### src/rtl/pipelined_adder.sv
// Pipelined WIDTH-bit adder/subtractor: the carry ripples through one SEG-bit segment per clock.
// Define PIPELINED_ADDER_FLAGS_EN to add registered signed-overflow (ovf) and zero flags.
module pipelined_adder #(
  parameter int WIDTH  = 32,
  parameter int STAGES = 4
) (
  input  logic             clk,
  input  logic             rst_n,
  input  logic             in_valid,
  output logic             in_ready,
  input  logic [WIDTH-1:0] a,
  input  logic [WIDTH-1:0] b,
  input  logic             cin,
  input  logic             sub,
  output logic             out_valid,
  input  logic             out_ready,
  output logic [WIDTH-1:0] sum,
  output logic             cout
`ifdef PIPELINED_ADDER_FLAGS_EN
  ,
  output logic             ovf,
  output logic             zero
`endif
);

  localparam int SEG  = WIDTH / STAGES;
  localparam int LAST = STAGES - 1;

  // Operands are shifted down a segment per stage, so every stage adds the low SEG bits;
  // finished sum segments are shifted in from the top and land in place after the last stage.
  logic [WIDTH-1:0]  aQ     [STAGES];
  logic [WIDTH-1:0]  bQ     [STAGES];
  logic [WIDTH-1:0]  sumQ   [STAGES];
  logic [STAGES-1:0] carryQ;
  logic [STAGES-1:0] validQ;

  logic [WIDTH-1:0]  srcA   [STAGES];
  logic [WIDTH-1:0]  srcB   [STAGES];
  logic [WIDTH-1:0]  srcSum [STAGES];
  logic [STAGES-1:0] srcC;
  logic [STAGES-1:0] srcV;

  logic [WIDTH-1:0]  aD     [STAGES];
  logic [WIDTH-1:0]  bD     [STAGES];
  logic [WIDTH-1:0]  sumD   [STAGES];
  logic [STAGES-1:0] carryD;
  logic [SEG:0]      segRes [STAGES];

  logic adv;

  assign adv = !validQ[LAST] || out_ready;

  for (genvar k = 0; k < STAGES; k++) begin : gStage
    if (k == 0) begin : gFirst
      // Subtraction is a + ~b + 1; the cin port only matters in add mode.
      assign srcA[k]   = a;
      assign srcB[k]   = sub ? ~b : b;
      assign srcC[k]   = sub | cin;
      assign srcSum[k] = '0;
      assign srcV[k]   = in_valid;
    end else begin : gNext
      assign srcA[k]   = aQ[k-1];
      assign srcB[k]   = bQ[k-1];
      assign srcC[k]   = carryQ[k-1];
      assign srcSum[k] = sumQ[k-1];
      assign srcV[k]   = validQ[k-1];
    end

    assign segRes[k] = {1'b0, srcA[k][SEG-1:0]} + {1'b0, srcB[k][SEG-1:0]}
                     + (SEG+1)'(srcC[k]);
    assign aD[k]     = srcA[k] >> SEG;
    assign bD[k]     = srcB[k] >> SEG;
    assign sumD[k]   = (srcSum[k] >> SEG) | (WIDTH'(segRes[k][SEG-1:0]) << (WIDTH - SEG));
    assign carryD[k] = segRes[k][SEG];
  end

  // Valid bits advance on every adv; data registers only load real beats so outputs hold.
  always_ff @(posedge clk or negedge rst_n) begin
    if (!rst_n) begin
      validQ <= '0;
      carryQ <= '0;
      for (int k = 0; k < STAGES; k++) begin
        aQ[k]   <= '0;
        bQ[k]   <= '0;
        sumQ[k] <= '0;
      end
    end else if (adv) begin
      validQ <= srcV;
      for (int k = 0; k < STAGES; k++) begin
        if (srcV[k]) begin
          aQ[k]     <= aD[k];
          bQ[k]     <= bD[k];
          sumQ[k]   <= sumD[k];
          carryQ[k] <= carryD[k];
        end
      end
    end
  end

`ifdef PIPELINED_ADDER_FLAGS_EN
  logic ovfQ;
  logic zeroQ;
  logic msbCarryIn;

  // Carry into the MSB is recovered from the MSB sum bit: a ^ b ^ s.
  assign msbCarryIn = srcA[LAST][SEG-1] ^ srcB[LAST][SEG-1] ^ segRes[LAST][SEG-1];

  always_ff @(posedge clk or negedge rst_n) begin
    if (!rst_n) begin
      ovfQ  <= 1'b0;
      zeroQ <= 1'b0;
    end else if (adv && srcV[LAST]) begin
      ovfQ  <= msbCarryIn ^ carryD[LAST];
      zeroQ <= (sumD[LAST] == '0);
    end
  end

  assign ovf  = ovfQ;
  assign zero = zeroQ;
`endif

  assign in_ready  = adv;
  assign out_valid = validQ[LAST];
  assign sum       = sumQ[LAST];
  assign cout      = carryQ[LAST];

endmodule

### config.mk
export PLATFORM = sky130hd
export DESIGN_NAME = pipelined_adder
export DESIGN_NICKNAME = d
export VERILOG_FILES = /design/src/rtl/pipelined_adder.sv
export SDC_FILE = /design/constraint.sdc
export NUM_CORES = 1
export LEC_CHECK = 0
export ABC_AREA = 1
export BUFFER_PORTS_ARGS = -buffer_cell sky130_fd_sc_hd__buf_4
export CAP_MARGIN = 25
export CELL_PAD_IN_SITES_DETAIL_PLACEMENT = 0
export CELL_PAD_IN_SITES_GLOBAL_PLACEMENT = 1
export CORE_ASPECT_RATIO = 0.9
export CORE_MARGIN = 1.5
export CORE_UTILIZATION = 40
export DETAILED_ROUTE_END_ITERATION = 10
export PLACE_DENSITY = 0.73
export SYNTH_ARGS = -nofsm -noshare
export SYNTH_HDL_FRONTEND = slang
export SYNTH_SLANG_ARGS = --single-unit
### constraint.sdc
create_clock -name clk -period 1.7 [get_ports clk]
set_input_delay 0 -clock clk [delete_from_list [all_inputs] [get_ports clk]]
set_output_delay 0 -clock clk [all_outputs]
set_load 0.05 [all_outputs]
Yosys cells after proc, flatten, opt, wreduce, memory -nomap -nowiden
Cells that the tools add are included.
{ "classes": {"n_bitwise": 5, "n_mux": 1, "reduce_logical": 6, "addsub": 8} }
{ "op_table": {"columns": ["op", "n"], "rows": [
  ["bitwise OR 24 x 32 -> 32 bit", 3],
  ["adder 8 x 8 -> 9 bit", 4],
  ["adder 9 x 1 -> 9 bit", 4],
  ["2-to-1 mux 32 bit", 1],
  ["inverter 32 bit", 1],
  ["AND reduction 2 bit", 4],
  ["logical NOT 1 bit", 1],
  ["logical OR 1 bit", 1],
  ["bitwise OR 1 bit", 1]
]} }
{ "word_totals": {"word_cells": 35, "ff_bits": 208, "inputBits": 70, "output_inout_bits": 35} }

Logic depth before layout (Yosys ltp)
Gate-level depths: netlist (run 1).
{ "logic_depth": {"word_depth": 4, "ltp_mapped": 12} }

Worst setup path before layout (run 1)
OpenSTA, ideal clock, no wires.
{ "synth_path": {"path_type": "input to register", "startpoint": "in sub", "endpoint": "reg sumQ, in the netlist srcSum[94]", "required_ns": 1.583, "setup_ns": 0.117, "arrival_time_ns": 1.716, "path_slack_ns": -0.133, "path_stages": 11, "path_cell_list": "buf_2 > buf_2 > or2_2 > fa_1 > inv_1 > fa_1 > nor2_1 > o21ai_0 > nand3_1 > nand3_1 > nand2_1"} }
{ "synth_between": {"elab_chain_cells": 3} }
{ "synth_rtl": {"columns": ["element", "line", "source"], "rows": [
  ["start, declared", "14", "input logic sub,"],
  ["2-to-1 mux 32 bit", "57", "assign srcB[k] = sub ? ~b : b;"],
  ["adder 8 x 8 -> 9 bit", "69", "assign segRes[k] = {1'b0, srcA[k][SEG-1:0]} + {1'b0, srcB[k][SEG-1:0]}"],
  ["adder 9 x 1 -> 9 bit *", "70", "+ (SEG+1)'(srcC[k]);"],
  ["end signal, assigned by index", "93", "sumQ[k] <= sumD[k];"],
  ["end, declared", "33", "logic [WIDTH-1:0] sumQ [STAGES];"]
]} }
Every way passes the cells marked *; elsewhere a longest branch is shown, timed or not.
A chain may end at the register's enable or synchronous reset.

Worst setup path in the final report (run 1)
{ "layout_path": {"startpoint": "reg aQ[96] (netlist name)", "endpoint": "reg sumQ, in the netlist srcSum[62]"} }
{ "layout_between": {"elab_chain_cells": 3} }
{ "layout_rtl": {"columns": ["element", "line", "source"], "rows": [
  ["start, declared", "31", "logic [WIDTH-1:0] aQ [STAGES];"],
  ["start signal, assigned by index", "91", "aQ[k] <= aD[k];"],
  ["adder 8 x 8 -> 9 bit", "69", null],
  ["adder 9 x 1 -> 9 bit", "70", null],
  ["bitwise OR 24 x 32 -> 32 bit", "73", "assign sumD[k] = (srcSum[k] >> SEG) | (WIDTH'(segRes[k][SEG-1:0]) << (WIDTH - SEG));"]
]} }
Every way passes these cells.

==> results_dict.tcl, run 1 <==
set metrics [dict create \
    antenna_found_initial 0 \
    synth.top_cell.area_share_pct 53.7 \
    synth_warnings 0 \
    chipWidth_um 157 \
    cts_tree "built" \
    crit_type "flip-flop to flip-flop" \
    r2r_cells 8 \
    holdPathStages 4 \
    drc 0 \
    worst_ep_arrival_time_ps 2050 \
    max-vdd-ir-drop_uv 805 \
    setup_viol_count_final 4 \
    path_cells "fa_2, fa_2, nand3_2, nand2_2, nand2_2, nand3_1, nand3_1, nand2_1" \
    dr.pass1.iters 4 \
    grt_pass1_vias 6099 \
    p_leak_nw 5.58 \
    crit_fanout 3 \
    drt-vias-per-instance 4.48 \
    layout_common_cells "nand2_1, dfrtp_1, buf_4, inv_1, o21ai_0" \
    violations "setup timing" \
    vias 6417 \
    maxSlewViolCount 0 \
    status "complete, but fails checks" \
    synth_cell_types 27 \
    setup_tns_ps -76.7 \
    die-height_um 142 \
    final_nets 1239 \
    cp_slowest_cell "fa_2" \
    avgSynthCellArea_um2 8.78 \
    skew_ps 9.51 \
    dp_hpwl_um 13100 \
    wl_um 18400 \
    cp-end-kind "flip-flop" \
    syn_inst 976 \
    grt_usage_pct 17.8 \
    drive_gt1_share_pct 18.1 \
    wire_per_inst_um 12.9 \
    place.port_buffers 104 \
    fillers 2040 \
    drtIter0Drc 317 \
    crit_buf_inv 0 \
    row_count 50 \
    cts_root_buf "clkbuf_16" \
    fin_util_pct 52.4 \
    cp.required_ps 2010 \
    ioPinCount 105 \
    worst_slew_pin_slew_ps 441 \
    final.setup.worst_slack_ps -33.5 \
    synth_largest_area_cell "dfrtp_1" \
    area_growth_pct 27.9 \
    core-area_um2 20900 \
    max-clock-path-buffers 2 \
    cp-start-kind "flip-flop" \
    max_cap_viol_count 0 \
    clkTransAtPathRegs_ps 70 \
    min_period_ps 1730 \
    syn-num-nets 1082 \
    p_per_area_nw_per_um2 1750 \
    clock_latency_ps 430 \
    min_path_type "input pin to flip-flop" \
    yosysSeqAreaShare_pct 53.7 \
    ys_seq_elements 184 \
    drtAntennaViolNets 0 \
    grt.overflow.total 0 \
    period_share_pct 102 \
    place.gp.congestion 0.819 \
    max_slew_margin_pct 70.6 \
    start_util_pct 41.0 \
    dieArea_um2 22300 \
    crit_family "adder cells" \
    ys_top_cells_by_area "dfrtp_1, nand2_1, o21ai_0" \
    syn_area_um2 8570 \
    fmax_mhz 577 \
    rsz0062_at_grt "true" \
    grt_pass1_wl_um 31100 \
    cts_sinks 184 \
    crit_cells 8 \
    slowest_delay_ps 410 \
    hold_viol 0 \
    h-tree-depth 4 \
    cts_made_buffers 17 \
    mostFrequentLayoutCell "nand2_1" \
    antennaDiodeCount 0 \
    grt_max_degree 51 \
]
## tightest hold or removal path, stage by stage
cell and delay, ps:
buf_4 80, ha_1 160, or2_2 110, a31oi_1 70
## cells in the mapped netlist (all sizes together)
| library cell | instances |
|---|---|
| clkbuf | 8 |
| nand2 | 388 |
| buf | 32 |
| xor2 | 7 |
| nor2 | 23 |
| fa | 8 |
| a31oi | 3 |
| ha | 28 |
| o21ai | 107 |
| inv | 86 |
| nand3 | 35 |
| dfrtp | 184 |
| o21a | 1 |
| xnor2 | 30 |
| nand3b | 8 |
| or2 | 7 |
| o21bai | 3 |
| a21oi | 18 |
## metrics by stage
step | setup WS (ps) | power (W) | std cells | hold WS [ps] | area [um2]
finish | -33.5 | 0.0192 | 1432 | 50.0 | 11000
CTS | -61.7 | 0.0193 | 1430 | 25.0 | 10900
global placement | -33.1 | 0.0149 | 1347 | -38.3 | 9760
global route | -136 | 0.0208 | 1432 | 39.7 | 11000
floorplan | 0.403 | 0.0126 | 976 | -296 | 8600
detailed placement | -56.8 | 0.0150 | 1347 | -38.6 | 9760
## sequential cells by signal, summed over array words and instances, names as in the netlist
name and flops:
validQ 4, bD 24, sum 32, bQ 24
srcSum 48, aD 24, aQ 24, carryQ 4
## report_power, final
part           leakage, nW  total [W]  internal [W]  switching (W)
clock network        0.279    0.00396       0.00220        0.00176
registers             2.30    0.00714       0.00615       0.000998
logic                 3.00    0.00809       0.00300        0.00509
## logic make-up after synthesis
logic type | synth area share, %
and+or+nand+nor | 21.9
AOI/OAI and AO/OA | 7.87
DFF | 53.7
buffers and inverters | 6.75
xor gates and xnor gates | 3.78
adders and majority gates | 5.96
## path summary, 6_finish.rpt
check / end / slack (ps) / from
hold reg to reg: srcSum[49] / 470 / srcSum[89]
max in group asynchronous: carryQ[3] / 1010 / rst_n
setup / recovery: srcSum[62] / -30 / aQ[96]
hold / removal: srcSum[90] / 50 / a[2]
min in group asynchronous: carryQ[0] / 60 / rst_n
setup reg to reg: srcSum[62] / -30 / aQ[96]
## what timing repair did
action	in CTS	in global routing
setup buffers	1	2
hold buffers	50	0
endpoints found under the hold margin	236	0
resized for setup	13	11
pin swaps	11	7
setup endpoints to repair	8	12
## layout make-up
class                           instances  area (um2)  area share (%)
Clock inverter                         15         168            1.53
Inverter                               86         325            2.97
Tap cell                              286         358            3.27
Clock buffer                           17         425            3.88
Sequential cell                       184        4600            42.0
Multi-Input combinational cell        666        3500            31.9
Timing Repair Buffer                  178        1580            14.4
## metal layers
layer  part of all wire [%]  up-vias  global-route usage [%]
met3                    3.2       10                    3.63
li1                       -     3390                       -
met1                     56     2916                    28.2
met2                     40      101                    24.4
met4                    1.0        0                    4.97
met5                      0        -                       0
No activity file was read; power rests on OpenSTA's default activity.
==> run 2: changes to the inputs <==
--- a/config.mk
+++ b/config.mk
@@ -11,10 +11,12 @@
 export CELL_PAD_IN_SITES_DETAIL_PLACEMENT = 0
 export CELL_PAD_IN_SITES_GLOBAL_PLACEMENT = 1
 export CORE_ASPECT_RATIO = 0.9
-export CORE_MARGIN = 1.5
+export CORE_MARGIN = 3
 export CORE_UTILIZATION = 40
 export DETAILED_ROUTE_END_ITERATION = 10
+export MAX_ROUTING_LAYER = met4
 export PLACE_DENSITY = 0.73
+export REMOVE_ABC_BUFFERS = 1
 export SYNTH_ARGS = -nofsm -noshare
 export SYNTH_HDL_FRONTEND = slang
 export SYNTH_SLANG_ARGS = --single-unit
==> results_dict.tcl, run 2 (same netlist as run 1, synthesis figures left out) <==
set metrics [dict create \
    chipWidth_um 160 \
    max-vdd-ir-drop_uv 710 \
    drc 0 \
    switching_power_w 0.00771 \
    antenna_found_initial 0 \
    worst_ep_arrival_time_ps 2130 \
    setup_viol_count_final 6 \
    final_nets 1243 \
    antennaDiodeCount 0 \
    dieArea_um2 23200 \
    start_util_pct 41.0 \
    skew_ps 12.3 \
    crit_fanout 2 \
    max-clock-path-buffers 2 \
    grt_usage_pct 17.3 \
    cts_sinks 184 \
    p_per_area_nw_per_um2 1740 \
    violations "setup timing" \
    mostFrequentLayoutCell "nand2_1" \
    max_cap_viol_count 0 \
    drive_gt1_share_pct 17.9 \
    drt-vias-per-instance 4.51 \
    cts_root_buf "clkbuf_16" \
    grt_max_degree 57 \
    setup_tns_ps -294 \
    clock_latency_ps 430 \
    place.port_buffers 104 \
    worst_slew_pin_slew_ps 504 \
    drtAntennaViolNets 0 \
    place.gp.congestion 0.785 \
    final.setup.worst_slack_ps -121 \
    die-height_um 145 \
    largest_reg_flops 48 \
    grt_pass1_wl_um 31300 \
    fmax_mhz 549 \
    fin_util_pct 52.4 \
    clkTransAtPathRegs_ps 70 \
    period_share_pct 107 \
    h-tree-depth 4 \
    wl_um 18400 \
    crit_type "flip-flop to flip-flop" \
    sw_frac_of_total_pct 40.4 \
    holdWs_ps 15.7 \
    cts_made_buffers 17 \
    p_leak_nw 5.60 \
    area_growth_pct 27.9 \
    rsz0062_at_grt "true" \
    dr.pass1.iters 5 \
    min_path_type "input pin to flip-flop" \
    cts_tree "built" \
    core-area_um2 20900 \
    hold_viol 0 \
    pwr-share-comb_pct 42.4 \
    layout_common_cells "nand2_1, dfrtp_1, buf_4, inv_1, o21ai_0" \
    grt_pass1_vias 6324 \
    pwr-share-seq_pct 36.8 \
    wire_per_inst_um 12.8 \
    clkPwrFrac_pct 20.8 \
    fillers 2020 \
    status "complete, but fails checks" \
    grt.overflow.total 0 \
    dp_hpwl_um 12500 \
    max_slew_margin_pct 66.4 \
    row_count 50 \
    cp.required_ps 2010 \
    cp-end-kind "flip-flop" \
    power.internal_w 0.0114 \
    drtIter0Drc 317 \
    min_period_ps 1820 \
    maxSlewViolCount 0 \
    ioPinCount 105 \
    vias 6479 \
    cp-start-kind "flip-flop" \
]
run 2: cell types whose count changed in the layout (fill, tap and decap cells not counted), moves of 2 or more:
cell,before,now
buf_4,118,121
fa_1,0,2
nand2_1,376,374
inv_6,5,3
o21ai_0,78,76
nand2_2,11,13
clkinvlp_4,4,1
clkbuf_8,0,2
fa_2,8,6
clkinv_4,2,5
run 2: critical path, cell delays in order (launching register included):
cell and delay (ps):
dfrtp_1 400, fa_2 420, fa_2 390, buf_4 150, or2_4 210, nand3_1 80
o21ai_1 60
run 2: layout make-up:
class	instances	area (um2)	area share, %
inverters	86	325	2.97
repair buffers	182	1600	14.6
clock inverters	12	143	1.30
multi-input cells	666	3480	31.8
flip-flops and latches	184	4600	42.0
well taps	286	358	3.27
clock buffers	19	443	4.04
run 2: metal layers:
layer | routed length [um] | global-route usage (%) | up-vias | part of all wire [%]
li1 | - | - | 3372 | -
met1 | 9110 | 22.9 | 3003 | 49
met2 | 8430 | 27.6 | 98 | 46
met3 | 769 | 4.27 | 6 | 4.2
met4 | 95 | 3.15 | 0 | 0.52
met5 | 0 | - | - | 0
run 2: power by group through the flow:
stage / clock network, W / logic [W] / registers [W]
3_3_place_gp: 0 / 0.00765 / 0.00706
2_1_floorplan: 0 / 0.00418 / 0.00813
5_1_grt: 0.00427 / 0.00923 / 0.00726
6_report: 0.00397 / 0.00810 / 0.00703
4_1_cts: 0.00408 / 0.00806 / 0.00704
3_5_place_dp: 0 / 0.00774 / 0.00710
run 2: worst paths after layout:
path / start / end / slack, ps / cells past startpoint
max in group asynchronous: rst_n / srcSum[53] / 950 / 3
worst min register to register: srcSum[21] / sum[13] / 470 / 2
worst min-delay path: cin / srcSum[88] / 20 / 5
min in group asynchronous: rst_n / sum[31] / 100 / 2
worst max register to register: bQ[64] / srcSum[26] / -120 / 6
worst max-delay path: bQ[64] / srcSum[26] / -120 / 6
run 2: stage by stage:
step	std cells	power (W)	setup WS (ps)	cell area, um2
after floorplan	936	0.0123	-532	8320
after global placement	1347	0.0147	-151	9720
after detailed placement	1347	0.0148	-171	9720
after CTS	1433	0.0192	-63.8	10900
after global routing	1435	0.0208	-167	11000
final	1435	0.0191	-121	11000
run 2: what timing repair did:
action                                 in CTS  in global routing
setup endpoints to repair                  12                 12
resized for setup                          19                 17
pin swaps                                   2                 11
endpoints found under the hold margin     211                  0
cloned                                      0                  0
buffers inserted                            4                  2
hold buffers                               51                  0
==> run 3: changes to the inputs <==
--- a/config.mk
+++ b/config.mk
@@ -12,10 +12,10 @@
 export CELL_PAD_IN_SITES_GLOBAL_PLACEMENT = 1
 export CORE_ASPECT_RATIO = 0.9
 export CORE_MARGIN = 3
-export CORE_UTILIZATION = 40
+export CORE_UTILIZATION = 48
 export DETAILED_ROUTE_END_ITERATION = 10
 export MAX_ROUTING_LAYER = met4
-export PLACE_DENSITY = 0.73
+export PLACE_DENSITY = 0.83
 export REMOVE_ABC_BUFFERS = 1
 export SYNTH_ARGS = -nofsm -noshare
 export SYNTH_HDL_FRONTEND = slang
==> constraint.sdc (replaced) <==
create_clock -name clk -period 2.3 [get_ports clk]
set_input_delay 0 -clock clk [delete_from_list [all_inputs] [get_ports clk]]
set_output_delay 0 -clock clk [all_outputs]
set_load 0.05 [all_outputs]
==> results_dict.tcl, run 3 (same netlist as run 1, synthesis figures left out) <==
set metrics [dict create \
    status "complete, no violations" \
    die-height_um 133 \
    core-area_um2 17200 \
    switching_power_w 0.00550 \
    grt.overflow.total 0 \
    area_growth_pct 25.1 \
    grt_pass1_wl_um 31200 \
    cp-end-kind "flip-flop" \
    power.internal_w 0.00852 \
    drive_gt1_share_pct 14.5 \
    worst_slew_pin_slew_ps 618 \
    crit_path_frequent_cell "nand2_1" \
    cp.required_ps 2660 \
    min_path_type "input pin to flip-flop" \
    drt-vias-per-instance 4.76 \
    final.setup.worst_slack_ps 392 \
    start_util_pct 49.9 \
    slowest_delay_ps 470 \
    setup_tns_ps 0 \
    worst_ep_arrival_time_ps 2270 \
    clkPwrFrac_pct 22.7 \
    cts_sinks 184 \
    cp-start-kind "flip-flop" \
    largest_reg_flops 48 \
    fillers 1555 \
    min_period_ps 1910 \
    wire_per_inst_um 13.0 \
    drtAntennaViolNets 0 \
    p_leak_nw 5.56 \
    chipWidth_um 147 \
    dr.pass1.iters 4 \
    cp_slowest_cell "fa_1" \
    fmax_mhz 524 \
    pwr-share-comb_pct 40.1 \
    period_share_pct 82.9 \
    cts_tree "built" \
    max-clock-path-buffers 2 \
    place.gp.congestion 0.849 \
    max_cap_viol_count 0 \
    ioPinCount 105 \
    rsz0062_at_grt "false" \
    layout.area.seq_um2 4600 \
    setup_viol_count_final 0 \
    clock_latency_ps 430 \
    h-tree-depth 4 \
    multi_input_area_um2 3390 \
    dp_hpwl_um 11700 \
    grt_max_degree 64 \
    skew_ps 11.6 \
    antennaDiodeCount 0 \
    antenna_found_initial 0 \
    dieArea_um2 19500 \
    max-vdd-ir-drop_uv 619 \
    path_cells "fa_1, fa_1, nand3_1, nand2_1, nand2_1, nand2_1, nand2_1, nand3_1, nand2_1" \
    crit_family "adder cells" \
    drtIter0Drc 343 \
    row_count 45 \
    hold_viol 0 \
    crit_buf_inv 0 \
    maxSlewViolCount 0 \
    final_nets 1232 \
    sw_frac_of_total_pct 39.2 \
    place.port_buffers 104 \
    grt_pass1_vias 6515 \
    p_per_area_nw_per_um2 1310 \
    mostFrequentLayoutCell "nand2_1" \
    cts_made_buffers 17 \
    preCtsSetupSlack_ps 405 \
    layout_common_cells "nand2_1, dfrtp_1, buf_4, inv_1, o21ai_0" \
    pwr-share-seq_pct 37.2 \
    clkTransAtPathRegs_ps 60 \
    cts_root_buf "clkbuf_16" \
    crit_type "flip-flop to flip-flop" \
    crit_fanout 2 \
    wl_um 17900 \
    grt_usage_pct 20.3 \
    vias 6529 \
    fin_util_pct 62.4 \
    max_slew_margin_pct 58.7 \
    drc 0 \
]
## run 3: final timing paths
check	from	to	slack (ps)	cells past startpoint
setup / recovery	aQ[32]	sum[30]	390	9
hold / removal	a[1]	srcSum[89]	40	4
setup reg to reg	aQ[32]	sum[30]	390	9
hold reg to reg	sum[20]	sum[20]	470	2
max in group asynchronous	rst_n	srcSum[28]	1380	3
min in group asynchronous	rst_n	sum[31]	120	2
## run 3: layout make-up
cell class | count | area share, %
repair buffers | 171 | 13.6
clock inverters | 6 | 1.25
multi-input cells | 666 | 31.6
well taps | 235 | 2.74
flip-flops and latches | 184 | 43.0
clock buffers | 25 | 4.81
inverters | 86 | 3.04
## run 3: through the flow
stage | instance area, um2 | std cells | hold slack, ps | power, W
2_1_floorplan | 8320 | 936 | -296 | 0.00910
3_3_place_gp | 9550 | 1290 | 28.4 | 0.0107
3_5_place_dp | 9550 | 1290 | 28.9 | 0.0108
4_1_cts | 10700 | 1373 | 15.3 | 0.0142
5_1_grt | 10700 | 1373 | 47.0 | 0.0152
6_report | 10700 | 1373 | 35.8 | 0.0140
## run 3: layer usage
metal,track usage [%],share of wire [%],up-vias
met5,-,0,-
met3,4.52,4.0,14
met1,26.9,48,3050
met4,5.07,0.88,0
li1,-,-,3359
met2,31.9,47,106
## run 3: worst reg2reg max path: stages (launching register included)
cell and delay (ps):
dfrtp_1 400, fa_1 470, fa_1 420, nand3_1 110, nand2_1 80, nand2_1 80, nand2_1 70, nand2_1 60
nand3_1 70, nand2_1 90
## run 3: timing repair
action	in CTS	in global routing
hold buffers	52	0
endpoints found under the hold margin	112	0
gates resized for setup	0	0
setup buffers	0	0
## run 3: power groups by stage
| stage | Sequential, W | Clock (W) | Combinational, W |
|---|---|---|---|
| floorplan | 0.00601 | 0 | 0.00309 |
| global route | 0.00539 | 0.00337 | 0.00643 |
| finish | 0.00522 | 0.00318 | 0.00562 |
| global placement | 0.00522 | 0 | 0.00550 |
| CTS | 0.00523 | 0.00323 | 0.00570 |
| detailed placement | 0.00527 | 0 | 0.00557 |
